`src/rtl/mci_staged_boot_seqr_pkg.sv`:
```
// Shared types for the MCI staged boot sequencer: top FSM and per-domain reset FSM encodings.
package mci_staged_boot_seqr_pkg;

  localparam int unsigned SEQR_STATE_W = 3;
  localparam int unsigned DOM_STATE_W  = 2;

  typedef enum logic [SEQR_STATE_W-1:0] {
    IDLE       = 3'd0,
    STAGE      = 3'd1,
    BRK_CHECK  = 3'd2,
    BREAKPOINT = 3'd3,
    RUN        = 3'd4,
    ERROR      = 3'd5
  } seqr_state_e;

  typedef enum logic [DOM_STATE_W-1:0] {
    HOLD = 2'd0,
    REL  = 2'd1,
    RST  = 2'd2
  } dom_state_e;

endpackage

```
`src/rtl/caliptra_prim_flop_2sync.sv`:
```
// Two-flop synchronizer for asynchronous level inputs.
module caliptra_prim_flop_2sync #(
  parameter int unsigned       Width      = 16,
  parameter logic [Width-1:0]  ResetValue = '0
) (
  input  logic             clk_i,
  input  logic             rst_ni,
  input  logic [Width-1:0] d_i,
  output logic [Width-1:0] q_o
);

  logic [Width-1:0] meta_q;
  logic [Width-1:0] sync_q;

  always_ff @(posedge clk_i or negedge rst_ni) begin
    if (!rst_ni) begin
      meta_q <= ResetValue;
      sync_q <= ResetValue;
    end else begin
      meta_q <= d_i;
      sync_q <= meta_q;
    end
  end

  assign q_o = sync_q;

endmodule

```
`src/rtl/mci_rst_domain_ctrl.sv`:
```
// One managed reset domain: initial hold, release, level-sensitive reset requests with a
// minimum hold time, and sticky first/hitless classification of the most recent reset.
module mci_rst_domain_ctrl
  import mci_staged_boot_seqr_pkg::*;
#(
  parameter int unsigned MIN_RST_CNT_W = 4
) (
  input  logic clk,
  input  logic rst_n,
  input  logic en_i,
  input  logic go_i,
  input  logic rst_req_i,
  input  logic ready_i,
  output logic rst_b_o,
  output logic first_rst_o,
  output logic hitless_rst_o
);

  dom_state_e               state_q;
  logic [MIN_RST_CNT_W-1:0] cnt_q;
  logic                     once_q;
  logic                     rst_b_q;
  logic                     first_q;
  logic                     hitless_q;
  logic                     elapsed_c;

  assign elapsed_c = &cnt_q;

  // Domain FSM; rst_b_q changes on the same edge as the state it belongs to.
  always_ff @(posedge clk or negedge rst_n) begin
    if (!rst_n) begin
      state_q   <= HOLD;
      cnt_q     <= '0;
      once_q    <= 1'b0;
      rst_b_q   <= 1'b0;
      first_q   <= 1'b0;
      hitless_q <= 1'b0;
    end else begin
      case (state_q)
        HOLD: begin
          rst_b_q <= 1'b0;
          if (en_i && go_i) begin
            state_q <= REL;
            rst_b_q <= 1'b1;
          end
        end
        REL: begin
          if (en_i && rst_req_i) begin
            state_q   <= RST;
            rst_b_q   <= 1'b0;
            cnt_q     <= '0;
            once_q    <= 1'b1;
            first_q   <= !once_q;
            hitless_q <= once_q;
          end
        end
        RST: begin
          if (!elapsed_c) begin
            cnt_q <= cnt_q + MIN_RST_CNT_W'(1);
          end else if (ready_i) begin
            state_q <= REL;
            rst_b_q <= 1'b1;
          end
        end
        default: begin
          state_q <= HOLD;
          rst_b_q <= 1'b0;
        end
      endcase
    end
  end

  assign rst_b_o       = rst_b_q;
  assign first_rst_o   = first_q;
  assign hitless_rst_o = hitless_q;

endmodule

```
`src/rtl/mci_staged_boot_seqr.sv`:
```
// MCI staged boot sequencer: ordered init/done stages with timeout, optional breakpoint,
// then independent reset-domain management once RUN is reached.
module mci_staged_boot_seqr
  import mci_staged_boot_seqr_pkg::*;
#(
  parameter int unsigned NUM_INIT_STAGES = 2,
  parameter int unsigned NUM_RST_DOMAINS = 2,
  parameter int unsigned MIN_RST_CNT_W   = 4,
  parameter int unsigned TIMEOUT_W       = 16,
  localparam int unsigned IDX_W          = $clog2(NUM_INIT_STAGES + 1)
) (
  input  logic                       clk,
  input  logic                       mci_rst_b,
  input  logic                       scan_mode,
  output logic [NUM_INIT_STAGES-1:0] stage_init,
  input  logic [NUM_INIT_STAGES-1:0] stage_done,
  input  logic                       timeout_en,
  input  logic [TIMEOUT_W-1:0]       timeout_cycles,
  input  logic                       brkpoint,
  input  logic                       bootfsm_go,
  input  logic [NUM_RST_DOMAINS-1:0] dom_go,
  input  logic [NUM_RST_DOMAINS-1:0] dom_rst_req,
  input  logic [NUM_RST_DOMAINS-1:0] dom_ready,
  output logic [NUM_RST_DOMAINS-1:0] dom_rst_b,
  output logic [NUM_RST_DOMAINS-1:0] dom_first_rst,
  output logic [NUM_RST_DOMAINS-1:0] dom_hitless_rst,
  output seqr_state_e                boot_state,
  output logic [IDX_W-1:0]           stage_idx,
  output logic                       err_timeout,
  output logic [IDX_W-1:0]           err_stage
);

  localparam logic [IDX_W-1:0] LAST_IDX = IDX_W'(NUM_INIT_STAGES - 1);

  logic [NUM_INIT_STAGES-1:0] done_sync;
  logic                       brk_sync;

  seqr_state_e                state_q;
  logic [IDX_W-1:0]           idx_q;
  logic [NUM_INIT_STAGES-1:0] init_q;
  logic [TIMEOUT_W-1:0]       cnt_q;
  logic                       err_q;
  logic [IDX_W-1:0]           err_stage_q;
  logic [NUM_RST_DOMAINS-1:0] dom_rst_b_q;

  logic                       done_cur_c;
  logic [NUM_INIT_STAGES-1:0] next_init_c;
  logic                       timeout_hit_c;
  logic                       dom_en_c;

  caliptra_prim_flop_2sync #(
    .Width     (NUM_INIT_STAGES),
    .ResetValue('0)
  ) u_done_sync (
    .clk_i (clk),
    .rst_ni(mci_rst_b),
    .d_i   (stage_done),
    .q_o   (done_sync)
  );

  caliptra_prim_flop_2sync #(
    .Width     (1),
    .ResetValue(1'b0)
  ) u_brk_sync (
    .clk_i (clk),
    .rst_ni(mci_rst_b),
    .d_i   (brkpoint),
    .q_o   (brk_sync)
  );

  // Select the active stage's done and build the init bit for the following stage.
  always_comb begin
    done_cur_c  = 1'b0;
    next_init_c = '0;
    for (int i = 0; i < NUM_INIT_STAGES; i++) begin
      if (idx_q == IDX_W'(i)) done_cur_c = done_sync[i];
      if ((idx_q + IDX_W'(1)) == IDX_W'(i)) next_init_c[i] = 1'b1;
    end
  end

  assign timeout_hit_c = timeout_en && (timeout_cycles != '0) &&
                         (cnt_q == (timeout_cycles - TIMEOUT_W'(1)));

  // Top sequencer FSM; a completing done takes priority over a same-cycle timeout.
  always_ff @(posedge clk or negedge mci_rst_b) begin
    if (!mci_rst_b) begin
      state_q     <= IDLE;
      idx_q       <= '0;
      init_q      <= '0;
      cnt_q       <= '0;
      err_q       <= 1'b0;
      err_stage_q <= '0;
    end else begin
      case (state_q)
        IDLE: begin
          state_q <= STAGE;
          idx_q   <= '0;
          init_q  <= init_q | NUM_INIT_STAGES'(1);
          cnt_q   <= '0;
        end
        STAGE: begin
          if (done_cur_c) begin
            cnt_q <= '0;
            if (idx_q == LAST_IDX) begin
              state_q <= BRK_CHECK;
            end else begin
              idx_q  <= idx_q + IDX_W'(1);
              init_q <= init_q | next_init_c;
            end
          end else if (timeout_hit_c) begin
            state_q     <= ERROR;
            err_q       <= 1'b1;
            err_stage_q <= idx_q;
          end else if (cnt_q != '1) begin
            cnt_q <= cnt_q + TIMEOUT_W'(1);
          end
        end
        BRK_CHECK:  state_q <= brk_sync ? BREAKPOINT : RUN;
        BREAKPOINT: if (bootfsm_go) state_q <= RUN;
        RUN, ERROR: state_q <= state_q;
        default:    state_q <= ERROR;
      endcase
    end
  end

  assign dom_en_c = (state_q == RUN);

  for (genvar d = 0; d < NUM_RST_DOMAINS; d++) begin : g_dom
    mci_rst_domain_ctrl #(
      .MIN_RST_CNT_W(MIN_RST_CNT_W)
    ) u_dom (
      .clk          (clk),
      .rst_n        (mci_rst_b),
      .en_i         (dom_en_c),
      .go_i         (dom_go[d]),
      .rst_req_i    (dom_rst_req[d]),
      .ready_i      (dom_ready[d]),
      .rst_b_o      (dom_rst_b_q[d]),
      .first_rst_o  (dom_first_rst[d]),
      .hitless_rst_o(dom_hitless_rst[d])
    );
  end

  // Scan bypass hands domain resets straight to the chip reset.
  assign dom_rst_b   = scan_mode ? {NUM_RST_DOMAINS{mci_rst_b}} : dom_rst_b_q;
  assign stage_init  = init_q;
  assign stage_idx   = idx_q;
  assign boot_state  = state_q;
  assign err_timeout = err_q;
  assign err_stage   = err_stage_q;

  a_params_legal: assert property (@(posedge clk)
    (NUM_INIT_STAGES > 0) && (NUM_RST_DOMAINS > 0) && (MIN_RST_CNT_W > 0))
    else $error("mci_staged_boot_seqr: illegal parameterisation");

  a_state_known: assert property (@(posedge clk) disable iff (!mci_rst_b)
    !$isunknown(state_q))
    else $error("mci_staged_boot_seqr: boot_state unknown");

endmodule

```
`config.mk`:
```
export PLATFORM = sky130hd
export DESIGN_NAME = mci_staged_boot_seqr
export DESIGN_NICKNAME = d
export VERILOG_FILES = /design/src/rtl/mci_staged_boot_seqr_pkg.sv /design/src/rtl/caliptra_prim_flop_2sync.sv /design/src/rtl/mci_rst_domain_ctrl.sv /design/src/rtl/mci_staged_boot_seqr.sv
export SDC_FILE = /design/constraint.sdc
export NUM_CORES = 1
export LEC_CHECK = 0
export CORE_UTILIZATION = 55
export CTS_BUF_LIST = sky130_fd_sc_hd__clkbuf_16
export DETAILED_ROUTE_END_ITERATION = 7
export PLACE_DENSITY = 0.81
export RECOVER_POWER = 50
export SLEW_MARGIN = 20
export SYNTH_ARGS = -nofsm -noshare
export SYNTH_HDL_FRONTEND = slang
export SYNTH_HIERARCHICAL = 1
export SYNTH_SLANG_ARGS = --single-unit
```
`constraint.sdc`:
```
create_clock -name clk -period 2.71 [get_ports clk]
set_input_delay 0.271 -clock clk [delete_from_list [all_inputs] [get_ports clk]]
set_output_delay 0.271 -clock clk [all_outputs]
set_load 0.005 [all_outputs]
```
==> impl_metrics.env <==
export IMPL_syn_num_nets=374
export IMPL_cts_hold_buffers_added=0
export IMPL_grt_overflow_total=0
export IMPL_initial_antenna_violation_count=0
export IMPL_wl_per_cell_um=17.1
export IMPL_tritoncts_clock_tree="done"
export IMPL_p_total_uw=2180
export IMPL_buffer_type_at_the_clock_tree_root="clkbuf_16"
export IMPL_finalHoldViolations=0
export IMPL_initial_core_util_pct=57.2
export IMPL_fillerInstances=411
export IMPL_critical_path_buf_inv_count=4
export IMPL_cp_start_kind="input port"
export IMPL_detail_route_iter0_violations=163
export IMPL_final_period_minus_worst_setup_slack_ns=2.70
export IMPL_finalInstanceArea_um2=4200
export IMPL_ys_top_cells_by_area="dfrtp_1 (41%), a21oi_1 (3.5%), or3_1 (3.4%)"
export IMPL_final_common_cell="dfrtp_1"
export IMPL_core_area_um2=5540
export IMPL_timing_max_slew_rel_slack_pct=15.3
export IMPL_cp_required_ns=2.91
export IMPL_dpl_instance_area_um2=3930
export IMPL_later_pin_clock_latency_in_the_skew_report_ns=0.29
export IMPL_floorplan_die_area_um2=6070
export IMPL_detailedRoute_firstPassIterationCount=4
export IMPL_grt_max_degree=53
export IMPL_boundaryPins=46
export IMPL_seq_area_um2=1300
export IMPL_layout_area_overhead_vs_synth_pct=32.6
export IMPL_final_core_util_pct=75.9
export IMPL_cts_buffers_inserted=5
export IMPL_synth_largest_area_cell="dfrtp_1"
export IMPL_hold_class="register to register"
export IMPL_seq_area_frac_synth_pct=41.0
export IMPL_routed_wl_um=8290
export IMPL_ys_ff_latch=52
export IMPL_worst_setup_path_type="input port to register"
export IMPL_post_route_worst_setup_slack_ns=0.00673
export IMPL_maxClockFrequency_mhz=370
export IMPL_final_nets=451
export IMPL_timing_clock_skew_ns=0.00615
export IMPL_worstPathCellList="clkdlybuf4s50_1, inv_1, ha_4, or3b_4, o211a_1, a32o_1, o2bb2ai_4, nor4_4, buf_12, buf_12, or3_1, a21oi_1"
export IMPL_crit_fanout=12
export IMPL_critPathArrivalTime_ns=2.90
export IMPL_leakage_uw=0.00165
export IMPL_async_reset_ff_share_pct=100
export IMPL_port_buffers=45
export IMPL_post_route_cells_drive_above_1_share_pct=16.9
export IMPL_cts_reportedPaths_clkPinSlew_ns=0.07
export IMPL_run_status="finished clean"
export IMPL_tns_ns=0
export IMPL_timing_critical_path_mode_cell="buf_12"
export IMPL_antenna_left=0
export IMPL_vdd_ir_drop_worst_mv=0.636
export IMPL_postSynth_topFlopCell="dfrtp_1"
export IMPL_vias=2988
export IMPL_cts_root_to_sink_buffers=2
export IMPL_unrepaired_setup_endpoints_after_global_routing="yes"
export IMPL_end_kind="register"
export IMPL_synth_warning_count=6
export IMPL_detailed_place_hpwl_um=5820
export IMPL_most_common_layout_cells="dfrtp_1 (52), clkdlybuf4s50_1 (39), buf_4 (33)"
export IMPL_post_route_clock_period_utilization_pct=99.8
export IMPL_number_of_global_route_vias_before_repair=3022
export IMPL_cts_sinks=52
export IMPL_die_height_um=77.9
export IMPL_edff_count_synth=0
export IMPL_synth_lib_cells_used_distinct=56
export IMPL_syn_area_per_cell_um2=9.44
export IMPL_timing_final_max_slew_violations=0
export IMPL_drcViolationCount=0
export IMPL_synth_top_area_share_pct=41.0
export IMPL_syn_cell_area_um2=3170
export IMPL_vias_per_cell=6.15
export IMPL_post_synth_inst_count=336
export IMPL_row_count=27
export IMPL_grt_usage_pct=29.1
export IMPL_critical_path_max_stage_delay_ns=0.43
export IMPL_timing_critical_path_max_delay_family="buffers and inverters"
export IMPL_finalWeightedCongestion=0.937
export IMPL_max_cap_violations=0
export IMPL_htreeDepth=2
export IMPL_wire_length_of_the_first_global_routing_pass_um=13800
export IMPL_preCtsSetupSlack_ns=-0.398
export IMPL_footprint_of_the_multi_input_gates_um2=1840
export IMPL_number_of_diodes=0
export IMPL_die_width_um=77.9
export IMPL_critical_path_slowest_cell="clkdlybuf4s50_1"
export IMPL_power_density_nw_per_um2=519
export IMPL_timing_worst_slew_pin_value_ns=1.27
export IMPL_setup_viol=0
-- timing repair --
item,4_1_cts,5_1_grt
resized for setup,9,8
setup buffers,1,3
gates cloned,0,0
setup endpoints to repair,15,17
endpoints found under the hold margin,0,0
pin swaps,2,5
-- stage by stage --
step | cells | hold WS [ns]
floorplan | 336 | -0.0246
global placement | 474 | 0.336
detailed placement | 474 | 0.338
CTS | 483 | 0.157
global route | 486 | 0.349
finish | 486 | 0.346
-- final cells by class --
cell class	instances	area share (%)
clock buffers	5	2.98
flip-flops and latches	52	31.0
clock inverters	3	0.893
repair buffers	82	18.0
multi-input cells	259	43.8
well taps	72	2.14
inverters	13	1.16
-- state kept, by name (all words and copies together) (netlist names) --
signal                     cells
boot_state                     3
cnt_q                         16
err_stage                      2
err_timeout                    1
g_dom.u_dom/cnt_q              8
g_dom.u_dom/first_rst_o        2
g_dom.u_dom/hitless_rst_o      2
g_dom.u_dom/once_q             2
g_dom.u_dom/rst_b_o            2
g_dom.u_dom/state_q            4
stage_idx                      2
stage_init                     2
u_brk_sync/meta_q              1
u_brk_sync/q_o                 1
u_done_sync/meta_q             2
u_done_sync/q_o                2
-- worst paths after layout --
| check | slack (ns) | cells after the start | from | endpoint |
|---|---|---|---|---|
| max | 0.007 | 12 | timeout_cycles[0] | cnt_q[2]$_DFFE_PN0P_ |
| min | 0.35 | 0 | u_done_sync/meta_q[1]$_DFF_PN0_ | u_done_sync/q_o[1]$_DFF_PN0_ |
| max reg2reg | 0.23 | 10 | stage_idx[1]$_DFFE_PN0P_ | err_stage[0]$_DFFE_PN0P_ |
| min reg2reg | 0.35 | 0 | u_done_sync/meta_q[1]$_DFF_PN0_ | u_done_sync/q_o[1]$_DFF_PN0_ |
| max in group asynchronous | 1.51 | 2 | mci_rst_b | cnt_q[0]$_DFFE_PN0P_ |
| min in group asynchronous | 0.43 | 2 | mci_rst_b | g_dom[0].u_dom/first_rst_o$_DFFE_PN0P_ |
-- where the power goes --
part           internal, uW  total, uW  switching (uW)
Clock                   429        698             269
Sequential              870        976             106
Combinational           265        508             242
-- worst reg2reg max path: cells and delay by family, from the launching register on --
kind	cells	cell delay, ns
multiplexers	1	0.32
buffers and inverters	3	0.46
AND/OR/NAND/NOR	4	0.75
adder cells (fa/ha/maj)	1	0.19
flip-flops	1	0.44
AO/OA/AOI/OAI	1	0.20
-- metal layers --
| metal | global-route usage, % | routed length, um | vias to the layer above |
|---|---|---|---|
| li1 | - | - | 1415 |
| met1 | 34.4 | 3400 | 1466 |
| met2 | 54.9 | 4480 | 94 |
| met3 | 4.82 | 310 | 13 |
| met4 | 6.48 | 109 | 0 |
| met5 | 0 | 0 | - |
-- kinds of logic (layout without fill, tap and decap cells) --
kind of cell,Yosys count,in the layout,share of synthesized area [%]
muxes,8,8,2.84
AOI/OAI and AO/OA,90,90,18.5
xor gates and xnor gates,17,17,4.70
adders and majority gates,8,8,3.16
buffers and inverters,25,103,3.59
DFF,52,52,41.0
and+or+nand+nor,136,136,26.2
-- synth_stat cells, types with 2 or more instances --
master    number
a211o_1        2
a211oi_1       3
a21bo_2        2
a21o_1         2
a21oi_1       22
a221oi_2       2
a31oi_1        4
a32o_1         2
a41oi_1        2
and2_1         3
and3_1         7
and4_1         4
buf_2          4
buf_6          2
clkbuf_1       6
dfrtp_1       52
ha_1           8
inv_1         13
mux2_1         4
mux2_2         4
nand2_1       20
nand2b_1       6
nand3_1       17
nand3b_1       3
nand4_1       12
nand4b_1       3
nor2_1        11
nor2b_1        6
nor3_1         8
nor3b_1        4
nor4_1         2
nor4_4         2
o211ai_1       9
o21ai_0       14
o21ai_1       15
o31ai_1        4
or3_1         17
or4_1          2
xnor2_1       11
xor2_1         6
Power figures use the tool's default switching activity.
